### src/rtl/cqu_mem_pkg.sv
// Shared definitions for the data-memory bridge.
//   state_e        : bridge FSM states
//   TimeoutDefault : default REQ+WAIT cycle budget before forced completion
//   MisalignRdata  : load value returned for misaligned or timed-out accesses
package cqu_mem_pkg;

    typedef enum logic [1:0] {
        StIdle = 2'd0,
        StReq  = 2'd1,
        StWait = 2'd2,
        StDone = 2'd3
    } state_e;

    localparam int unsigned TimeoutDefault = 255;
    localparam logic [31:0] MisalignRdata  = 32'h0000_0000;

endpackage

### src/rtl/bus_timeout_counter.sv
// Cycle counter bounding how long an access may sit in REQ+WAIT.
// Ports:
//   clk, rstn : clock, synchronous active-low reset
//   clear     : zero the count (held while the bridge is idle)
//   enable    : count this cycle (bridge in REQ or WAIT)
//   expired   : combinational, high in the TIMEOUT-th enabled cycle
module bus_timeout_counter #(
    parameter int unsigned TIMEOUT = 255,
    parameter int unsigned TO_W    = 8
) (
    input  logic clk,
    input  logic rstn,
    input  logic clear,
    input  logic enable,
    output logic expired
);

    logic [TO_W-1:0] cnt_q;

    always_ff @(posedge clk) begin
        if (!rstn) begin
            cnt_q <= '0;
        end else if (clear) begin
            cnt_q <= '0;
        end else if (enable) begin
            cnt_q <= cnt_q + 1'b1;
        end
    end

    // Count starts at 0 in the first REQ cycle, so TIMEOUT-1 marks the last allowed cycle.
    assign expired = enable & (cnt_q == TO_W'(TIMEOUT - 1));

endmodule

### src/rtl/data_mem_bridge.sv
// Bridges the datapath's single-cycle data-memory port onto a req/gnt/rvalid bus,
// stalling the pipeline while an access is outstanding.
// Ports:
//   clk, rstn                 : clock, synchronous active-low reset
//   mem_addr/mem_wdata        : datapath address and store data
//   mem_read/mem_write        : level requests, held while mem_stall=1
//   mem_rdata                 : registered load result, valid when mem_stall drops
//   mem_stall                 : combinational hold to the pipeline
//   bus_req/bus_we/bus_addr/bus_wdata : registered bus request and payload
//   bus_gnt/bus_rvalid/bus_rdata      : bus grant and read response
//   err_misalign/err_timeout  : sticky error flags
module data_mem_bridge
    import cqu_mem_pkg::*;
#(
    parameter int unsigned ADDR_W  = 32,
    parameter int unsigned DATA_W  = 32,
    parameter int unsigned TIMEOUT = TimeoutDefault,
    parameter int unsigned TO_W    = 8
) (
    input  logic              clk,
    input  logic              rstn,
    input  logic [ADDR_W-1:0] mem_addr,
    input  logic [DATA_W-1:0] mem_wdata,
    input  logic              mem_read,
    input  logic              mem_write,
    output logic [DATA_W-1:0] mem_rdata,
    output logic              mem_stall,
    output logic              bus_req,
    output logic              bus_we,
    output logic [ADDR_W-1:0] bus_addr,
    output logic [DATA_W-1:0] bus_wdata,
    input  logic              bus_gnt,
    input  logic              bus_rvalid,
    input  logic [DATA_W-1:0] bus_rdata,
    output logic              err_misalign,
    output logic              err_timeout
);

    state_e state_q;
    logic   req;
    logic   misaligned;
    logic   to_expired;

    assign req        = mem_read | mem_write;
    assign misaligned = req & (mem_addr[1:0] != 2'b00);

    // Misaligned accesses complete in IDLE without a bus cycle, so they never stall.
    assign mem_stall = ((state_q == StIdle) & req & ~misaligned) |
                       (state_q == StReq) | (state_q == StWait);

    bus_timeout_counter #(
        .TIMEOUT(TIMEOUT),
        .TO_W   (TO_W)
    ) u_timeout (
        .clk    (clk),
        .rstn   (rstn),
        .clear  (state_q == StIdle),
        .enable ((state_q == StReq) | (state_q == StWait)),
        .expired(to_expired)
    );

    always_ff @(posedge clk) begin
        if (!rstn) begin
            state_q      <= StIdle;
            bus_req      <= 1'b0;
            bus_we       <= 1'b0;
            bus_addr     <= '0;
            bus_wdata    <= '0;
            mem_rdata    <= '0;
            err_misalign <= 1'b0;
            err_timeout  <= 1'b0;
        end else begin
            unique case (state_q)
                StIdle: begin
                    if (misaligned) begin
                        err_misalign <= 1'b1;
                        mem_rdata    <= DATA_W'(MisalignRdata);
                    end else if (req) begin
                        bus_addr  <= {mem_addr[ADDR_W-1:2], 2'b00};
                        bus_wdata <= mem_wdata;
                        bus_we    <= mem_write;  // write wins when both are set
                        bus_req   <= 1'b1;
                        state_q   <= StReq;
                    end
                end
                StReq: begin
                    // Grant beats a timeout landing in the same cycle.
                    if (bus_gnt) begin
                        bus_req <= 1'b0;
                        state_q <= bus_we ? StDone : StWait;
                    end else if (to_expired) begin
                        err_timeout <= 1'b1;
                        mem_rdata   <= DATA_W'(MisalignRdata);
                        bus_req     <= 1'b0;
                        state_q     <= StDone;
                    end
                end
                StWait: begin
                    if (bus_rvalid) begin
                        mem_rdata <= bus_rdata;
                        state_q   <= StDone;
                    end else if (to_expired) begin
                        err_timeout <= 1'b1;
                        mem_rdata   <= DATA_W'(MisalignRdata);
                        state_q     <= StDone;
                    end
                end
                StDone: begin
                    // Unconditional return keeps the still-held request from re-issuing here.
                    state_q <= StIdle;
                end
                default: state_q <= StIdle;
            endcase
        end
    end

endmodule
### config.mk
export PLATFORM = sky130hd
export DESIGN_NAME = data_mem_bridge
export DESIGN_NICKNAME = d
export VERILOG_FILES = /design/src/rtl/cqu_mem_pkg.sv /design/src/rtl/bus_timeout_counter.sv /design/src/rtl/data_mem_bridge.sv
export SDC_FILE = /design/constraint.sdc
export NUM_CORES = 1
export LEC_CHECK = 0
export CORE_ASPECT_RATIO = 1.2
export CORE_MARGIN = 8
export CORE_UTILIZATION = 45
export CTS_CLUSTER_SIZE = 8
export DETAILED_ROUTE_END_ITERATION = 10
export PLACE_DENSITY = 0.83
export SYNTH_ARGS = -nofsm -noshare
export SYNTH_HDL_FRONTEND = slang
export SYNTH_HIERARCHICAL = 1
export SYNTH_SLANG_ARGS = --single-unit
### constraint.sdc
create_clock -name clk -period 3.8 [get_ports clk]
set_input_delay 0.76 -clock clk [delete_from_list [all_inputs] [get_ports clk]]
set_output_delay 0.76 -clock clk [all_outputs]
set_load 0.1 [all_outputs]
Word level (Yosys, flattened, before mapping):

Index checks and enable logic that the tools add are counted.

* bits of input ports: 102
* output and inout bits: 101
* bits in registers: 108
* word-level logic and storage cells: 63

* equal/unequal tests: 10
* multiplexer cells: 21
* bitwise operators: 10
* reductions and logical operators: 12
* add/sub/neg operators: 1

Operators by type and width (count)
* $mux 32: 4
* $pmux 32 s3: 1
* $mux 2: 5
* $ne 2x2->1 const B: 5
* $reduce_and 3->1: 3
* $add 8x1->8 const B: 1
* $eq 8x8->1 const B: 1
* $mux 1: 8
* $pmux 2 s4: 1
* $reduce_bool 2->1: 3
* $and 1x1->1: 4
* $eq 2x2->1 const B: 2
* $or 1x1->1: 4
* $pmux 1 s2: 2
* $reduce_and 2->1: 2
* $reduce_and 4->1: 1
* $ne 3x3->1 const B: 1
* $reduce_bool 3->1: 1
* $eq 2x1->1 const B: 1
* $logic_not 2->1: 1
* $not 1->1: 2
* $reduce_or 2->1: 1

Longest topological paths before layout:

Gate-level depths: netlist of the first run.

* depth after elaboration: 6
* mapped depth: 9
* gate-level depth less buffers: 8

Hierarchy:

The synthesis of the first run kept the hierarchy.

Modules (own cells, without submodules)
* data_mem_bridge: times used 1, cells each 440, sequential area each 2001.9 um^2, area an instance 4025.1 um^2
* bus_timeout_counter: times used 1, cells each 42, sequential area each 160.2 um^2, area an instance 369.1 um^2

Least setup slack after synthesis of the first run:

Ideal clock, no wire load.

* kind: input to output
* start: input port mem_addr[1]
* end: output port mem_stall
* data required time: 3.040 ns
* stages: 2
* path buffers: 0
* arrival: 1.629 ns
* setup slack: 1.411 ns
* path through: nor3_1 -> a211o_1

* cells in the longest elaborated chain, start to end: 6

RTL lines
* start: declaration: RTL line data_mem_bridge.sv:22 `input logic [ADDR_W-1:0] mem_addr,`
* $reduce_bool 2->1: RTL line data_mem_bridge.sv:45 `assign misaligned = req & (mem_addr[1:0] != 2'b00);`
* $and 1x1->1: RTL line data_mem_bridge.sv:45
* $not 1->1 (no line)
* $and 1x1->1: RTL line data_mem_bridge.sv:48 `assign mem_stall = ((state_q == StIdle) & req & ~misaligned) |`
* $or 1x1->1: RTL line data_mem_bridge.sv:48
* $or 1x1->1: RTL line data_mem_bridge.sv:49 `(state_q == StReq) | (state_q == StWait);`
* end: declaration: RTL line data_mem_bridge.sv:27 `output logic mem_stall,`

No other way between the ends.

Final worst setup path of the first run:

* start: input port mem_write
* end: output port mem_stall

* cells in the longest elaborated chain, start to end: 6
* elaborated cells on any way between the ends: 7
* those cells by class: 7 x bitwise

RTL lines
* start: declaration: RTL line data_mem_bridge.sv:25 `input logic mem_write,`
* $or 1x1->1 (*): RTL line data_mem_bridge.sv:44 `assign req = mem_read | mem_write;`
* $and 1x1->1: RTL line data_mem_bridge.sv:45
* $not 1->1 (no line)
* $and 1x1->1 (*): RTL line data_mem_bridge.sv:48
* $or 1x1->1 (*): RTL line data_mem_bridge.sv:48
* $or 1x1->1 (*): RTL line data_mem_bridge.sv:49

Every way passes the cells marked *; elsewhere a longest branch is shown, timed or not.

==> results.cfg, run 1 <==
[status]
status = finished clean

[layout]
multi_input_area_um2 = 1900
n_fill_cell = 729
fin_nets = 771
regArea_um2 = 2160
drive_gt1_share_pct = 4.95
syn_to_final_growth_pct = 49.9
diodes = 0

[yosys]
yosys-top-cells-count = nand2_1 (130), dfxtp_1 (108), a21oi_1 (67), a22o_1 (64), buf_4 (20)
ys_top_cells_by_area = dfxtp_1 (49%), a22o_1 (13%), nand2_1 (11%)
yosys.area.top_type = dfxtp_1
synthDistinctLibCells = 39
avgSynthCellArea_um2 = 9.12
synth-seq-cells = 108
synthCells = 482
ys_async_sr_fraction_pct = 0
synth_top_area_share_pct = 49.2
ys.flop_type = dfxtp_1
yosysMostFrequentCell = nand2_1
yosys_warnings = 6
synth_edf_count = 0
syn_area_um2 = 4390
yosysSeqAreaShare_pct = 49.2

[clock_network]
cts_buffers = 9
cts_resized = 0
clk_latency_ns = 0.34
cts_buffer_depth = 2
cts_setup_buffers = 0
clk_pin_slew_ns = 0.07
hold_buffers = 0
cts_tree = yes
cts_sinks = 108
cts_max_level = 3
cts_root_buf = clkbuf_16

[floorplan]
rows = 39
design.die.area_um2 = 13200
fp.coreArea_um2 = 9520
start_util_pct = 46.2
fp.dieH_um = 124
die_w_um = 106
io_pins = 203

[power_and_ir_drop]
p_leak_nw = 2.37
peakVddDrop_v = 0.000277
p_per_area_nw_per_um2 = 428

[global_route]
grt_pass1_vias = 3977
grt_pass1_wl_um = 20800
gr-total-overflow = 0
grt_max_degree = 67
antenna_found_initial = 0
grtUsageTotal_pct = 19.5

[timing]
finClkSkew_ns = 0.00559
tightest_slew_ns = 1.17
setup_viol = 0
fin_crit_sh_pct = 74.8
min_period_ns = 2.84
fmax_ghz = 0.352
timing.hold.ws_ns = 0.454
rsz0062_at_grt = no
hold_viol_final = 0
max-slew-margin-rel_pct = 22.2
maxSlewViolCount = 0
finalSetupTns_ns = 0

[setup_path]
rrSetupSlack_ns = 1.55
crit_path_end_kind = output pin
cp_max_fo = 7
cp.required_ns = 3.04
worst_ep_arrival_time_ns = 2.08
critPathLaunchType = input port
critPathKind = in2out

[drt]
viasPerCell = 5.21
vias = 4109
wl_per_cell_um = 16.9
wl_um = 13300
drt_iter0_markers = 199
drt_first_pass_iters = 6
drc = 0
ant_nets = 0

[placement]
hpwlAfterDp_um = 9670
globalplace.congestion = 0.785
portBuffers = 200

[job]
maxCapViolations = 0

[min_path]
hold_class = reg2reg
## critical path: stages
cell             delay (ns)
clkdlybuf4s50_1        0.50
nor2_4                 0.20
nor3_1                 0.07
a211o_1                0.31
buf_4                  0.24
## cells by family (layout without fill, tap and decap cells)
| logic type | Yosys count | after routing | synth area share [%] |
|---|---|---|---|
| compound gates | 152 | 152 | 24.3 |
| xor+xnor | 4 | 4 | 0.797 |
| fa+ha+maj | 8 | 8 | 2.28 |
| buf+inv | 44 | 227 | 7.77 |
| flops | 108 | 108 | 49.2 |
| other cells | 1 | 2 | 0.0853 |
| simple gates | 165 | 165 | 15.6 |
## layout by cell type, fill, tap and decap left out, drive strengths merged, types with 3 or more instances in the layout
cell and instances:
a21oi 74, a22o 64, buf 7, clkbuf 15, clkdlybuf4s50 199, dfxtp 108, ha 8, inv 5
nand2 130, nand2b 3, nand3 4, nand4 5, nor2 15, o21ai 5, or3 3, xor2 3
## state kept, by name (all words and copies together) (netlist names)
register	cells
bus_wdata	32
mem_rdata	32
bus_addr	30
u_timeout/cnt_q	8
state_q	2
bus_req	1
bus_we	1
err_misalign	1
err_timeout	1
## power breakdown
part	internal, mW	total (mW)	switching [mW]
Combinational	0.215	0.688	0.472
Clock	0.549	0.939	0.390
Sequential	1.17	1.19	0.0229
## metal layers
metal / up-vias / track usage (%) / wire (um)
met5: - / 0 / 0
met3: 20 / 5.23 / 856
met2: 128 / 35.3 / 7110
met4: 0 / 9.13 / 342
met1: 1938 / 20.1 / 5020
li1: 2023 / - / -
## path summary, 6_finish.rpt
kind	cells after the start	startpoint	end
min	2	bus_addr[3]	bus_addr[3]
max	5	mem_write	mem_stall
max reg2reg	8	state_q[0]	mem_rdata[16]
min reg2reg	2	bus_addr[3]	bus_addr[3]
## cell type report
cell class	count	area share [%]
timing repair buffer	206	31.2
multi-input combinational	331	28.8
sequential	108	32.8
tap	123	2.34
inverter	5	0.285
clock inverter	1	0.456
clock buffer	15	4.07
## through the flow
| stage | total power [mW] | instance area (um2) | instances | util, % | setup WS [ns] |
|---|---|---|---|---|---|
| after floorplan | 1.71 | 4400 | 483 | - | 1.41 |
| after global placement | 1.90 | 6290 | 773 | 66.1 | 1.04 |
| after detailed placement | 1.91 | 6290 | 773 | 66.1 | 0.967 |
| after CTS | 2.85 | 6590 | 789 | 69.2 | 0.962 |
| after global routing | 2.92 | 6590 | 789 | 69.2 | 0.904 |
| final | 2.82 | 6590 | 789 | 69.2 | 0.957 |
Note: power is estimated with default switching activity, not from simulation.
==> run 2, diff against run 1 <==
--- a/config.mk
+++ b/config.mk
@@ -7,10 +7,10 @@
 export LEC_CHECK = 0
 export CORE_ASPECT_RATIO = 1.2
 export CORE_MARGIN = 8
-export CORE_UTILIZATION = 45
+export CORE_UTILIZATION = 41
 export CTS_CLUSTER_SIZE = 8
 export DETAILED_ROUTE_END_ITERATION = 10
-export PLACE_DENSITY = 0.83
+export PLACE_DENSITY = 0.77
 export SYNTH_ARGS = -nofsm -noshare
 export SYNTH_HDL_FRONTEND = slang
 export SYNTH_HIERARCHICAL = 1
==> constraint.sdc (replaced) <==
create_clock -name clk -period 2.7 [get_ports clk]
set_input_delay 0.54 -clock clk [delete_from_list [all_inputs] [get_ports clk]]
set_output_delay 0.54 -clock clk [all_outputs]
set_load 0.1 [all_outputs]
==> run 2 against run 1 <==
Design area decreased by 3.1%. Worst setup slack got worse by 0.59 ns. Register-to-register slack lost 1.1 ns. First-iteration DRC count up 23%. Combinational power increased by 40%.
==> results.cfg, run 2 (same netlist as run 1, synthesis figures left out) <==
[clock_network]
cts_max_level = 3
cts_tree = yes
clk_latency_ns = 0.34
cts_buffers = 9
hold_buffers = 0
cts_resized = 0
cts_buffer_depth = 2
cts_sinks = 108
cts_setup_buffers = 0
cts_root_buf = clkbuf_16
clk_pin_slew_ns = 0.07

[setup_path]
crit_chain = clkdlybuf4s50_1 > nor2_4 > nor3_1 > a211o_1 > buf_12
critPathBufInv = 2
worst_ep_arrival_time_ns = 1.80
crit_slowest_cell = clkdlybuf4s50_1
cp_max_fo = 7
critPathKind = in2out
cp_slowest_stage_delay_ns = 0.48
crit_path_end_kind = output pin
crit-reg2reg-launch = state_q[0]
critPathLaunchType = input port
cp.required_ns = 2.16
startpoint = mem_write
crit_family = buffers and inverters

[floorplan]
fp.coreArea_um2 = 10500
io_pins = 203
design.die.area_um2 = 14300
die_w_um = 111
start_util_pct = 42.0
rows = 41
fp.dieH_um = 129

[timing]
rsz0062_at_grt = no
hold_viol_final = 0
finClkSkew_ns = 0.00442
min_period_ns = 2.34
setup_viol = 0
finalSetupTns_ns = 0
max-slew-margin-rel_pct = 22.3
fmax_ghz = 0.428
tightest_slew_ns = 1.16
maxSlewViolCount = 0
fin_crit_sh_pct = 86.5

[drt]
vias = 4063
ant_nets = 0
wl_per_cell_um = 16.5
drt_first_pass_iters = 5
drc = 0
wl_um = 13100
viasPerCell = 5.11
drt_iter0_markers = 245

[placement]
dp_cells = 779
portBuffers = 200
hpwlAfterDp_um = 9580
postPlaceCellArea_um2 = 6090
globalplace.congestion = 0.775

[min_path]
hold_class = reg2reg
hp-start = bus_addr[25]

[layout]
fin_nets = 771
post-route-util_pct = 61.0
syn_to_final_growth_pct = 45.2
multi_input_area_um2 = 1900
final_common_cell = nand2_1
final_cell_area_um2 = 6380
final_cell_mix = nand2_1 (130), dfxtp_1 (108), clkdlybuf4s50_1 (101), buf_4 (101), a21oi_1 (67)
regArea_um2 = 2160
drive_gt1_share_pct = 20.3
reg_top3 = bus_wdata x32, mem_rdata x32, bus_addr x30
diodes = 0
stdcell_count = 795
n_fill_cell = 925

[global_route]
grt_max_degree = 67
gr-total-overflow = 0
grt_pass1_wl_um = 20100
grtUsageTotal_pct = 17.1
antenna_found_initial = 0
grt_pass1_vias = 3913

[power_and_ir_drop]
p_leak_nw = 2.57
total_power_mw = 3.93
peakVddDrop_v = 0.000356
p_per_area_nw_per_um2 = 616

[job]
maxCapViolations = 0

[status]
status = finished clean
[run 2: cell types whose count changed in the layout (fill, tap and decap cells not counted), sizes merged]
| cell | previous run | this run |
|---|---|---|
| buf | 7 | 105 |
| clkdlybuf4s50 | 199 | 101 |
| clkbuf | 15 | 11 |
| inv | 5 | 8 |
| clkinvlp | 0 | 2 |
| bufinv | 1 | 0 |
[run 2: per-layer routing]
layer  vias up  track usage [%]  part of all wire, %
li1       2026                -                    -
met1      1909             19.4                   41
met2       113             29.9                   52
met3        15             4.11                  4.7
met4         0             7.80                  1.8
met5         -                0                    0
[run 2: through the flow]
| step | setup WS, ns | hold slack, ns |
|---|---|---|
| global route | 0.294 | 0.473 |
| CTS | 0.356 | 0.457 |
| detailed placement | 0.234 | 0.447 |
| global placement | 0.311 | 0.442 |
| floorplan | 0.751 | 0.458 |
| finish | 0.364 | 0.453 |
[run 2: final cells by class]
class                      instances  area share (%)
clock buffer                      11            3.96
clock inverter                     5           0.647
inverter                           5           0.294
multi-input combinational        331            29.7
sequential                       108            33.9
tap                              129            2.53
timing repair buffer             206            29.0
[run 2: final timing paths]
path              slack, ns  depth (start not counted)            end
setup / recovery       0.36                          5      mem_stall
hold / removal         0.45                          2   bus_addr[25]
setup reg to reg       0.42                          8  mem_rdata[16]
hold reg to reg        0.45                          2   bus_addr[25]
[run 2: where the power goes]
| group | internal [mW] | switching [mW] |
|---|---|---|
| logic | 0.300 | 0.666 |
| clock network | 0.687 | 0.599 |
| registers | 1.65 | 0.0333 |
[run 2: worst reg2reg max path, stage by stage (launching register included)]
cell and delay, ns:
dfxtp_1 0.40, inv_1 0.12, ha_1 0.49, nand4_1 0.13
nor2_1 0.29, a21oi_2 0.05, buf_4 0.25, a22o_1 0.23
a22o_1 0.22
